<file path="src/rtl/hog_bank_writer.sv">
// hog_bank_writer: scatters a raster pixel stream over 4 BRAM banks by (row,col) parity
module hog_bank_writer #(
  parameter int RAM_AW = 17,
  parameter int IMG_W  = 128,
  parameter int IMG_H  = 128
) (
  input  logic              clk,
  input  logic              rst,
  input  logic              start,
  input  logic              ram_busy,
  input  logic [7:0]        s_data,
  input  logic              s_valid,
  input  logic              s_last,
  output logic              s_ready,
  output logic              ena1,
  output logic              ena2,
  output logic              ena3,
  output logic              ena4,
  output logic              wea1,
  output logic              wea2,
  output logic              wea3,
  output logic              wea4,
  output logic [RAM_AW-1:0] AA1,
  output logic [RAM_AW-1:0] AA2,
  output logic [RAM_AW-1:0] AA3,
  output logic [RAM_AW-1:0] AA4,
  output logic [7:0]        DA1,
  output logic [7:0]        DA2,
  output logic [7:0]        DA3,
  output logic [7:0]        DA4,
  output logic              busy,
  output logic              frame_done,
  output logic              frame_err
);
  localparam int CW = $clog2(IMG_W);
  localparam int RW = $clog2(IMG_H);
  typedef enum logic [1:0] {IDLE, WAIT_RAM, RUN, DONE} state_t;
  state_t            state;
  logic [CW-1:0]     col;
  logic [RW-1:0]     row;
  logic [RAM_AW-1:0] row_base;
  logic [3:0]        en;
  logic [RAM_AW-1:0] aa [4];
  logic [7:0]        da [4];
  logic              accept, col_end, final_px;
  logic [1:0]        bank;
  logic [RAM_AW-1:0] addr;
  assign s_ready  = state == RUN && !ram_busy;
  assign accept   = s_valid && s_ready;
  assign col_end  = col == CW'(IMG_W - 1);
  assign final_px = col_end && row == RW'(IMG_H - 1);
  assign bank     = {row[0], col[0]};
  assign addr     = row_base + RAM_AW'(col >> 1);
  assign busy     = state != IDLE;
  assign {ena4, ena3, ena2, ena1} = en;
  assign {wea4, wea3, wea2, wea1} = en;
  assign AA1 = aa[0];
  assign AA2 = aa[1];
  assign AA3 = aa[2];
  assign AA4 = aa[3];
  assign DA1 = da[0];
  assign DA2 = da[1];
  assign DA3 = da[2];
  assign DA4 = da[3];
  always_ff @(posedge clk) begin
    if (rst) begin
      state      <= IDLE;
      col        <= '0;
      row        <= '0;
      row_base   <= '0;
      en         <= '0;
      frame_done <= 1'b0;
      frame_err  <= 1'b0;
      for (int i = 0; i < 4; i++) begin
        aa[i] <= '0;
        da[i] <= '0;
      end
    end else begin
      frame_done <= state == DONE;
      en         <= accept ? 4'b0001 << bank : 4'b0000;
      for (int i = 0; i < 4; i++)
        if (accept && bank == 2'(i)) begin
          aa[i] <= addr;
          da[i] <= s_data;
        end
      case (state)
        IDLE:
          if (start) begin
            state     <= WAIT_RAM;
            col       <= '0;
            row       <= '0;
            row_base  <= '0;
            frame_err <= 1'b0;
          end
        WAIT_RAM: if (!ram_busy) state <= RUN;
        RUN:
          if (accept) begin
            if (s_last != final_px) frame_err <= 1'b1;
            col <= col_end ? '0 : col + 1'b1;
            // each bank row spans two image rows, so the base steps after odd rows
            if (col_end) begin
              row <= row + 1'b1;
              if (row[0]) row_base <= row_base + RAM_AW'(IMG_W / 2);
            end
            if (final_px) state <= DONE;
          end
        DONE: state <= IDLE;
      endcase
    end
  end
endmodule
</file>
<file path="config.mk">
export PLATFORM = sky130hd
export DESIGN_NAME = hog_bank_writer
export DESIGN_NICKNAME = d
export VERILOG_FILES = /design/src/rtl/hog_bank_writer.sv
export SDC_FILE = /design/constraint.sdc
export NUM_CORES = 1
export LEC_CHECK = 0
export ABC_AREA = 0
export BUFFER_PORTS_ARGS = -buffer_cell sky130_fd_sc_hd__buf_4
export CAP_MARGIN = 20
export CORE_MARGIN = 2
export CORE_UTILIZATION = 26
export CTS_CLUSTER_DIAMETER = 60
export DETAILED_ROUTE_END_ITERATION = 8
export SYNTH_ARGS = -nofsm -noshare
export SYNTH_HDL_FRONTEND = slang
export SYNTH_SLANG_ARGS = --single-unit
export TNS_END_PERCENT = 5
</file>
<file path="constraint.sdc">
create_clock -name clk -period 3.6 [get_ports clk]
set_clock_uncertainty 0.05 [all_clocks]
set_input_delay 0.36 -clock clk [delete_from_list [all_inputs] [get_ports clk]]
set_output_delay 0.36 -clock clk [all_outputs]
set_load 0.03 [all_outputs]
</file>
Yosys cells after proc, flatten, opt, wreduce, memory -nomap -nowiden. Memories as Yosys holds them, arrays and structs flattened. Index checks and enable logic that the tools add are counted.

Add/subtract/negate cells: 4. Multiply operators: 0. Div/mod/pow operators: 0. $lt $le $gt $ge: 0. Equal/unequal tests: 16. Shift operators: 1. Mux-type cells: 43. Bitwise logic cells: 9. Reduce and logical (&&, ||, !) cells: 18.

Operators by type and width (count): 17-bit 2-to-1 mux (8); 7-bit 2-to-1 mux (5); 17-bit one-hot mux with 2 select lines (1); 8-bit 2-to-1 mux (4); 7-bit one-hot mux with 2 select lines (2); 17-bit by 6-bit adder with 17-bit output (1); 17-bit by 7-bit adder with 17-bit output, second input constant (1); 1-bit 2-to-1 mux (17); 7-bit by 1-bit adder with 7-bit output, second input constant (2); 7-bit equality test, second input constant (2); 2-bit != test, second input constant (6); 4-bit AND reduction (3); 2-bit equality test, second input constant (4); 2-bit 2-to-1 mux (4); 1-bit OR (8); 2-bit one-hot mux with 4 select lines (1); 1-bit logical AND (7); 5-bit AND reduction (1); 2-bit by 1-bit equality test with 1-bit output, second input constant (2); 2-bit zero test (2); 2-bit nonzero test (2); 1-bit by 2-bit << shifter with 4-bit output, first input constant (1); 3-bit AND reduction (1); 2-bit by 1-bit != test with 1-bit output, second input constant (1); other kinds (5) (5).

Flip-flop bits (word level): 39. Bits in latches: 0. RAM bits: 100. Bits in read-only memories: 0. Input port bits: 14. Output and inout bits: 112. Word-level logic and storage cells: 100. Memories: 2.

Memory list: aa (depth 4, width 17, rd ports 4, clocked after Yosys merged registers in 0, wr ports 4, line 43) `logic [RAM_AW-1:0] aa [4];`; da (depth 4, width 8, rd ports 4, clocked after Yosys merged registers in 0, wr ports 4, line 44) `logic [7:0] da [4];`.

Longest topological paths before layout. Gate-level depths: netlist of the first run.

Depth in word-level cells: 8. Mapped depth: 10. Depth with buffers taken out: 7.

Worst setup path after synthesis of the first run. Ideal clock, no wire load.

Path type: register to register. From: register state[0]. To: memory aa[3][0] (enable). Setup time: 0.412 ns. Arrival time: 2.242 ns. Data required time: 3.138 ns. Path slack: 0.896 ns. Cell stages (with the launch flop): 7. Buffers on the path: 2. Period minus slack after synthesis: 2.704 ns. Path through: dfxtp_1 > inv_1 > ha_1 > buf_4 > nand3b_2 > clkbuf_1 > o21bai_1.

RTL lines: start: declaration (line 38) `state_t state;`; start signal: assignment (line 67) `state <= IDLE;`; start signal: assignment (line 89) `state <= WAIT_RAM;`; start signal: assignment (line 95) `WAIT_RAM: if (!ram_busy) state <= RUN;`; end: declaration (line 43).

Worst setup path in the final report of the first run.
From: register state[0]. To: register col[5].

Word-level cells in the longest chain between the ends: 5. Elaborated cells between the ends (all ways): 9. Those cells by class: 3 x eq/ne; 1 x mux; 5 x reduce/logical.

RTL lines: 2-bit equality test (line 48, 86); 1-bit logical AND (line 48) `assign s_ready = state == RUN && !ram_busy;`; 1-bit logical AND (line 49) `assign accept = s_valid && s_ready;`; 2-bit != test (no line); 3-bit AND reduction (no line); end signal: assignment (line 99) `col <= col_end ? '0 : col + 1'b1;`; end: declaration (line 39) `logic [CW-1:0] col;`.

Parallel ways exist; a longest one is shown, timed or not. A chain may end at the register's enable or synchronous reset.

==> results of run 1 <==
## power by group through the flow
stage          clock network, mW  logic [mW]  registers (mW)
6_report                    1.82       0.694            1.79
5_1_grt                     1.91       0.746            1.80
4_1_cts                     1.85       0.698            1.79
3_5_place_dp                   0       0.696            1.83
3_3_place_gp                   0       0.678            1.82
2_1_floorplan                  0       0.392            1.93
## sequential cells by signal, indices dropped and copies added (netlist names)
name        cells
state           2
row_base       11
frame_err       1
en              4
col             7
frame_done      1
aa             68
row             7
da             32
## cell usage after synthesis (all sizes together) (3+ instances only)
library cell,instances
nor2,14
nor3,9
nand3,5
nand2,16
o2111ai,3
o211ai,3
inv,8
edfxtp,100
and3,5
xor2,12
o21ai,5
nand2b,4
dfxtp,33
nand4,6
clkbuf,15
o31ai,3
o21bai,3
nor4,5
or4,4
a21oi,11
buf,10
and2,100
ha,7
or3,3
## worst reg2reg max path, cell delays in order (launching register included)
cell and delay [ns]:
sky130_fd_sc_hd__dfxtp_1 0.36, sky130_fd_sc_hd__inv_1 0.09, sky130_fd_sc_hd__ha_1 0.32, sky130_fd_sc_hd__nor2b_1 0.48, sky130_fd_sc_hd__o21a_1 0.48, sky130_fd_sc_hd__nand4_1 0.23
sky130_fd_sc_hd__or3_1 0.35, sky130_fd_sc_hd__a211oi_1 0.22
## layout make-up
type / instances / area [µm²] / share of cell area [%]
Timing Repair Buffer: 133 / 998.5 / 13.84
Multi-Input combinational cell: 234 / 1550 / 21.50
Sequential cell: 133 / 3664 / 50.80
Clock buffer: 17 / 425.4 / 5.899
Clock inverter: 15 / 206.4 / 2.863
Tap cell: 270 / 337.8 / 4.684
Inverter: 8 / 30.03 / 0.4164
## cells by family after synthesis
logic type	after synthesis	synth area share (%)
AO/OA/AOI/OAI	35	4.410
XOR/XNOR	13	2.135
adder cells (fa/ha/maj)	7	1.642
buffers and inverters	33	2.909
flip-flops	133	68.68
multiplexers	1	0.1877
AND/OR/NAND/NOR	178	20.03
## metrics by stage
| step | utilization, % | hold WS, ns | instances | instance area (µm²) |
|---|---|---|---|---|
| after global routing | 35.76 | 0.1926 | 810 | 7212 |
| after CTS | 35.76 | 0.1744 | 810 | 7212 |
| final | 35.76 | 0.1907 | 810 | 7212 |
| after detailed placement | 32.62 | 0.4111 | 778 | 6580 |
| after floorplan | - | 0.3900 | 400 | 5334 |
| after global placement | 32.62 | 0.4019 | 778 | 6580 |
## worst paths after layout
path              depth (start not counted)  slack, ns   endpoint  startpoint
hold reg to reg                           2       0.44  frame_err   frame_err
setup / recovery                          7       0.95     col[5]    state[0]
setup reg to reg                          7       0.95     col[5]    state[0]
hold / removal                            2       0.19   da[0][2]   s_data[2]
## metal layers
layer | up-vias | GRT usage [%] | wire length, µm
li1 | 1666 | - | -
met2 | 99 | 20.37 | 6480
met5 | - | 0 | 0
met4 | 0 | 5.529 | 267
met3 | 17 | 3.354 | 634
met1 | 1692 | 13.71 | 5273
==> out/results.env, run 1 <==
GLOBAL_ROUTE_CONGESTION_OVERFLOW_TOTAL=0
CLOCK_PATH_BUFFERS=2
SYNTH_ENABLE_FLOP_CELLS=100
SYNTH_TOP_CELL_AREA_SHARE_PCT=56.30
SYNTH_CELL_TYPE_COUNT=45
BIGGEST_AREA_CONTRIBUTORS_IN_THE_SYNTHESIZED_NETLIST='sky130_fd_sc_hd__edfxtp_1 (56%), sky130_fd_sc_hd__dfxtp_1 (12%), sky130_fd_sc_hd__and2_1 (12%)'
MOST_USED_FLIP_FLOP_CELL_AFTER_SYNTHESIS='sky130_fd_sc_hd__edfxtp_1'
GRT_USE_TOTAL_PCT=11.86
RATIO_OF_CELLS_WITH_DRIVE_ABOVE_1_IN_THE_FINAL_LAYOUT_PCT=32.96
IO-PIN-COUNT=126
PORT_BUFFERS=125
FLOORPLAN.DIE_AREA_UM2=21680
DRT_WL_TOTAL_UM=12660
ANTENNA_FOUND_INITIAL=0
SETUP_VIOL=0
DRT-PASS1-ITER-COUNT=4
GRT_SETUP_UNREPAIRED='false'
SW_FRAC_OF_TOTAL_PCT=27.90
DRT-WIRELENGTH-PER-CELL_UM=15.62
OUTCOME='completed'
HTREE_NUM_LEVELS=4
P_INT_mW=3.104
YS_WARN_COUNT=0
LAYOUT_WORST_PATH_CYCLE_SHARE_PCT=73.69
SEQ_POWER_SHARE_PCT=41.6
PEAKVDDDROP_uV=252.5
CP.ARRIVAL_NS=2.94
NUMCTSBUFFERS=17
AREA_GROWTH_SYN_TO_LAYOUT_PCT=35.21
FINAL_ESTIMATED_ROUTING_CONGESTION_IN_GLOBAL_PLACEMENT=0.7693
ANTENNA_CELLS=0
CTS_HOLD_REPAIR_BUFFERS=0
MAXCLOCKFREQUENCY_MHz=377.0
VIA_COUNT_OF_THE_FIRST_GLOBAL_ROUTING_PASS=3522
NUM-NETS-FINAL=548
FIN_TOTAL_PWR_mW=4.305
CRITICAL_PATH.N_BUFFERS_INVERTERS=1
SETUP-TNS-FINAL_NS=0
DIE_HEIGHT_UM=147.2
CLK-INSERTION-DELAY-LATE_NS=0.42
GRT_FIRST_PASS_WIRELENGTH_UM=19330
NET_COUNT_OF_THE_MAPPED_NETLIST=421
DRT_ITER0_MARKERS=171
NETLIST_AREA_UM2=5334
YOSYS_REGISTER_BITS=133
FLOORPLAN.DIE.WIDTH_UM=147.2
CPLARGESTDELAYFAMILY='simple AND/OR/NAND/NOR gates'
DETAILED_ROUTE_VIA_COUNT=3474
HP-CLASS='in -> reg'
MAX_INCR_DELAY_ON_CP_NS=0.48
DRC_ERRORS=0
NUMBER_OF_VIOLATIONS_OF_THE_MAX_CAPACITANCE_LIMIT=0
AVG_SYNTHESIZED_CELL_AREA_UM2=13.33
CTS_TREE='yes'
FIN_WS_NS=0.9472
POWER.SHARE.COMBINATIONAL_PCT=16.1
PRECTSSETUPSLACK_NS=0.9612
SWITCHINGPOWER_mW=1.201
PLACE_HPWL_UM=8604
SYNTH_SEQ_AREA_SHARE_PCT=68.68
SYNTH_CELLS=400
START_UTIL_PCT=26.45
POWER-PER-CELL-AREA_nW_PER_UM2=596.9
TIMING.MAX_SLEW.REL_SLACK_PCT=64.45
CLOCK-SINKS=133
SYNTH_ASYNC_SR_FLOP_SHARE_PCT=0
CRITPATHREQUIREDTIME_NS=3.88
POWER_LEAKAGE_nW=2.866
MIN_PERIOD_NS=2.653
ANT_NETS=0
PWR-SHARE-CLK_PCT=42.3
ROWS=52
CLK_PIN_SLEW_NS=0.06
POST-CTS-SETUP-BUFFERS=0
CRIT_CHAIN='inv_1, ha_1, nor2b_1, o21a_1, nand4_1, or3_1, a211oi_1'
COREAREA_UM2=20170
FILLCELLCOUNT=1961
VIAS_PER_CELL=4.289
MAXIMUM_NUMBER_OF_PINS_ON_ONE_NET_BEFORE_GLOBAL_ROUTE_REPAIR=28
CRIT_PATH_START_KIND='flop'
TIMING_HOLD_VIOLATIONS_FINAL=0
CRITPATHKIND='reg -> reg'
WORST_SLEW_PIN_SLEW_NS=0.5321
MOST_AREA_HUNGRY_CELL_TYPE_IN_THE_YOSYS_NETLIST='sky130_fd_sc_hd__edfxtp_1'
FINAL_MAX_SLEW_VIOL_COUNT=0
POST_CTS.RESIZED_INSTANCES=0
CTSROOTBUFFERMASTER='sky130_fd_sc_hd__clkbuf_16'
CRIT_PATH_MAX_FANOUT=14
MOST-COMMON-LAYOUT-CELLS='sky130_fd_sc_hd__buf_4 (133), sky130_fd_sc_hd__and2_1 (100), sky130_fd_sc_hd__edfxtp_1 (100)'
CP-END-KIND='flop'
LAYOUT.CELLS.MOST_COMMON='sky130_fd_sc_hd__buf_4'
CRITPATHSLOWESTCELL='sky130_fd_sc_hd__nor2b_1'
Power figures use the tool's default switching activity.
==> run 2, diff against run 1 <==
Settings changed: ABC_AREA 0 to 1.
Clock period 3.6 ns to 2.5 ns, I/O delays scaled along.
==> run 2 against run 1 <==
  * Critical path depth increased by 1
  * Sequential power is 45% higher
  * Synthesized area down 0.80%
  * Critical path type unchanged
  * Combinational power is 99% higher
==> out/results.env, run 2 <==
CRITPATHKIND='reg -> reg'
XOR_AND_XNOR_AREA_SHARE_AFTER_SYNTHESIS_PCT=0.4966  # -1.6 points
POWER-PER-CELL-AREA_nW_PER_UM2=898.3  # +50%
OUTCOME='completed'
SYNTH_CELLS=468  # +17%
BIGGEST_AREA_CONTRIBUTORS_IN_THE_SYNTHESIZED_NETLIST='sky130_fd_sc_hd__edfxtp_1 (57%), sky130_fd_sc_hd__dfxtp_1 (12%), sky130_fd_sc_hd__nor2_1 (9.2%)'
CRIT_PATH_MAX_FANOUT=26  # +12
MOST_AREA_HUNGRY_CELL_TYPE_IN_THE_YOSYS_NETLIST='sky130_fd_sc_hd__edfxtp_1'
PLACE_HPWL_UM=8800  # +2.3%
POST_CTS.RESIZED_INSTANCES=0  # unchanged
SYNTH_TOP_FAMILY_BY_AREA='simple AND/OR/NAND/NOR gates'
FILLCELLCOUNT=1933  # -1.4%
SYNTH_CELL_TYPE_COUNT=32  # -29%
DETAILED_ROUTE_VIA_COUNT=3742  # +7.7%
ANT_NETS=0  # unchanged
CTS_HOLD_REPAIR_BUFFERS=0  # unchanged
NUMBER_OF_VIOLATIONS_OF_THE_MAX_CAPACITANCE_LIMIT=0  # unchanged
DRT_ITER0_MARKERS=208  # +22%
TIMING_HOLD_VIOLATIONS_FINAL=0  # unchanged
MOST_USED_FLIP_FLOP_CELL_AFTER_SYNTHESIS='sky130_fd_sc_hd__edfxtp_1'
SYNTH_AREA_IN_COMPOUND_GATES_PCT=4.280  # -0.13 points
MOST-COMMON-LAYOUT-CELLS='sky130_fd_sc_hd__buf_4 (131), sky130_fd_sc_hd__nor2_1 (129), sky130_fd_sc_hd__edfxtp_1 (100)'
SYNTH_ASYNC_SR_FLOP_SHARE_PCT=0  # unchanged
SYNTH_TOP_CELL_AREA_SHARE_PCT=56.75  # +0.45 points
POWER_LEAKAGE_nW=2.859  # -0.25%
IO-PIN-COUNT=126  # unchanged
NUM-NETS-FINAL=625  # +14%
AREA_GROWTH_SYN_TO_LAYOUT_PCT=36.49
YS_WARN_COUNT=0  # unchanged
DRT-WIRELENGTH-PER-CELL_UM=14.14  # -9.5%
NUMCTSBUFFERS=17  # unchanged
MULTI_INPUT_AREA_UM2=1371  # -12%
START_UTIL_PCT=26.32  # -0.13 points
SYNTH.TOP_CELLS.BY_COUNT='sky130_fd_sc_hd__nor2_1 (129), sky130_fd_sc_hd__edfxtp_1 (100), sky130_fd_sc_hd__inv_1 (48)'
VIAS_PER_CELL=4.219  # -1.6%
CRITPATHREQUIREDTIME_NS=2.70  # -1.18 ns
SETUP_VIOL=0  # unchanged
CTSROOTBUFFERMASTER='sky130_fd_sc_hd__clkbuf_16'
CTS_TREE='yes'
FLOORPLAN.DIE_AREA_UM2=21510  # -0.78%
FINAL_CORE_UTILIZATION_PCT=35.92  # +0.17 points
MAXCLOCKFREQUENCY_MHz=481.7  # +28%
PEAKVDDDROP_uV=455.1  # +80%
FINAL_ESTIMATED_ROUTING_CONGESTION_IN_GLOBAL_PLACEMENT=0.7783  # +1.2%
HTREE_NUM_LEVELS=4  # unchanged
AREA_FRACTION_IN_AND_OR_NAND_AND_NOR_CELLS_AFTER_SYNTHESIS_PCT=18.44  # -1.6 points
GRT_USE_TOTAL_PCT=11.81  # -0.049 points
POSTPLACECELLAREA_UM2=6619  # +0.59%
SYNTH.MUX.AREA_FRACTION_PCT=0  # -0.19 points
REGISTERS.TOP_BY_FF_COUNT='aa'
WORST_SLEW_PIN_SLEW_NS=0.5255  # -0.006579 ns
POST-CTS-SETUP-BUFFERS=0  # unchanged
SETUP-TNS-FINAL_NS=0  # unchanged
ROWS=52  # unchanged
CP.ARRIVAL_NS=2.27  # -0.67 ns
PORT_BUFFERS=125  # unchanged
YOSYS_REGISTER_BITS=133  # unchanged
DRT-PASS1-ITER-COUNT=4  # unchanged
CRIT_PATH_START_KIND='flop'
CLK_PIN_SLEW_NS=0.06  # about the same
NET_COUNT_OF_THE_MAPPED_NETLIST=489  # +16%
TIMING.MAX_SLEW.REL_SLACK_PCT=64.92  # +0.46 points
LARGEST_REG_FLOPS=68  # unchanged
BIGGESTREGSBYFLOPS='aa: 68 flops, da: 32 flops, row_base: 11 flops'
GLOBAL_ROUTE_CONGESTION_OVERFLOW_TOTAL=0  # unchanged
MIN_PERIOD_NS=2.076  # -0.5769 ns
FLOORPLAN.DIE.WIDTH_UM=146.7  # -0.39%
NETLIST_AREA_UM2=5291  # -0.80%
COREAREA_UM2=20100  # -0.32%
DRC_ERRORS=0  # unchanged
MAXIMUM_NUMBER_OF_PINS_ON_ONE_NET_BEFORE_GLOBAL_ROUTE_REPAIR=27  # -3.6%
CLOCK_PATH_BUFFERS=2  # unchanged
LAYOUT_WORST_PATH_CYCLE_SHARE_PCT=83.04  # +9.3 points
AVG_SYNTHESIZED_CELL_AREA_UM2=11.31  # -15%
POSTLAYOUTCELLAREA_UM2=7222  # +0.14%
VIA_COUNT_OF_THE_FIRST_GLOBAL_ROUTING_PASS=3509  # -0.37%
YOSYSMOSTFREQUENTCELL='sky130_fd_sc_hd__nor2_1'
SYNTH_FA_HA_AREA_SHARE_PCT=1.655  # +0.013 points
FIN_TOTAL_PWR_mW=6.487  # +51%
CLK-INSERTION-DELAY-LATE_NS=0.41  # about the same
LAYOUT.AREA.SEQ_UM2=3664  # unchanged
ANTENNA_CELLS=0  # unchanged
GRT_FIRST_PASS_WIRELENGTH_UM=19530  # +1.1%
DRT_WL_TOTAL_UM=12550  # -0.88%
FINAL_MAX_SLEW_VIOL_COUNT=0  # unchanged
HP-CLASS='in -> reg'
CLOCK-SINKS=133  # unchanged
LAYOUT.CELLS.MOST_COMMON='sky130_fd_sc_hd__buf_4'
GRT_SETUP_UNREPAIRED='false'
ANTENNA_FOUND_INITIAL=0  # unchanged
SYNTH_SEQ_AREA_SHARE_PCT=69.24  # +0.55 points
WHS_NS=0.1011  # -0.08956 ns
CP-END-KIND='flop'
DIE_HEIGHT_UM=146.7  # -0.39%
RATIO_OF_CELLS_WITH_DRIVE_ABOVE_1_IN_THE_FINAL_LAYOUT_PCT=30.79  # -2.2 points
SYNTH_ENABLE_FLOP_CELLS=100  # unchanged
## run 2: cell types whose count changed after synthesis, sizes merged, moves of 7 or more
| cell | delta |
|---|---|
| a21oi | +11 |
| and2 | -100 |
| xor2 | -9 |
| nand3 | +17 |
| nand2 | +32 |
| clkbuf | -15 |
| inv | +45 |
| buf | +7 |
| nor2 | +120 |
## run 2: final timing paths
check	endpoint	startpoint	depth (start not counted)	slack (ns)
setup / recovery	aa[2][1]	state[0]	8	0.42
hold / removal	row_base[10]	rst	2	0.10
setup reg to reg	aa[2][1]	state[0]	8	0.42
hold reg to reg	frame_err	frame_err	2	0.42
## run 2: final cells by class
cell class,instances,share of cell area (%)
clock buffer,23,6.618
clock inverter,9,1.733
inverter,54,2.807
multi-input combinational,264,18.99
sequential,133,50.73
tap,270,4.678
timing repair buffer,134,14.45
## run 2: metrics by stage
step / worst slack [ns] / cells
floorplan: -0.2254 / 468
global placement: 0.5146 / 855
detailed placement: 0.4015 / 855
CTS: 0.4040 / 887
global route: 0.2272 / 887
finish: 0.4240 / 887
## run 2: per-layer routing
| metal | part of all wire [%] | up-vias | wire [µm] | GRT usage, % |
|---|---|---|---|---|
| li1 | - | 1819 | - | - |
| met1 | 45 | 1781 | 5586 | 15.46 |
| met2 | 46 | 126 | 5824 | 18.00 |
| met3 | 7.2 | 16 | 909 | 4.094 |
| met4 | 1.8 | 0 | 225 | 4.612 |
| met5 | 0 | - | 0 | 0 |
## run 2: cells by family (layout without fill, tap and decap cells)
logic type / after synthesis / after routing
DFF: 133 / 133
and+or+nand+nor: 215 / 215
AOI/OAI and AO/OA: 39 / 39
buffers and inverters: 71 / 220
xor gates and xnor gates: 3 / 3
adders and majority gates: 7 / 7
## run 2: where the power goes
group / switching, mW / total (mW) / internal, mW / leakage, nW
sequential: 0.0907 / 2.60 / 2.51 / 1.30
combinational: 0.980 / 1.38 / 0.403 / 1.27
clock: 0.868 / 2.51 / 1.64 / 0.293
## run 2: worst max-delay path, stage by stage (launching register included)
cell                      delay [ns]
sky130_fd_sc_hd__dfxtp_1        0.32
sky130_fd_sc_hd__inv_1          0.10
sky130_fd_sc_hd__ha_1           0.25
sky130_fd_sc_hd__inv_2          0.10
sky130_fd_sc_hd__nor2_4         0.10
sky130_fd_sc_hd__nand2_2        0.20
sky130_fd_sc_hd__nor2_8         0.22
sky130_fd_sc_hd__nand3_4        0.33
sky130_fd_sc_hd__nor2_1         0.22
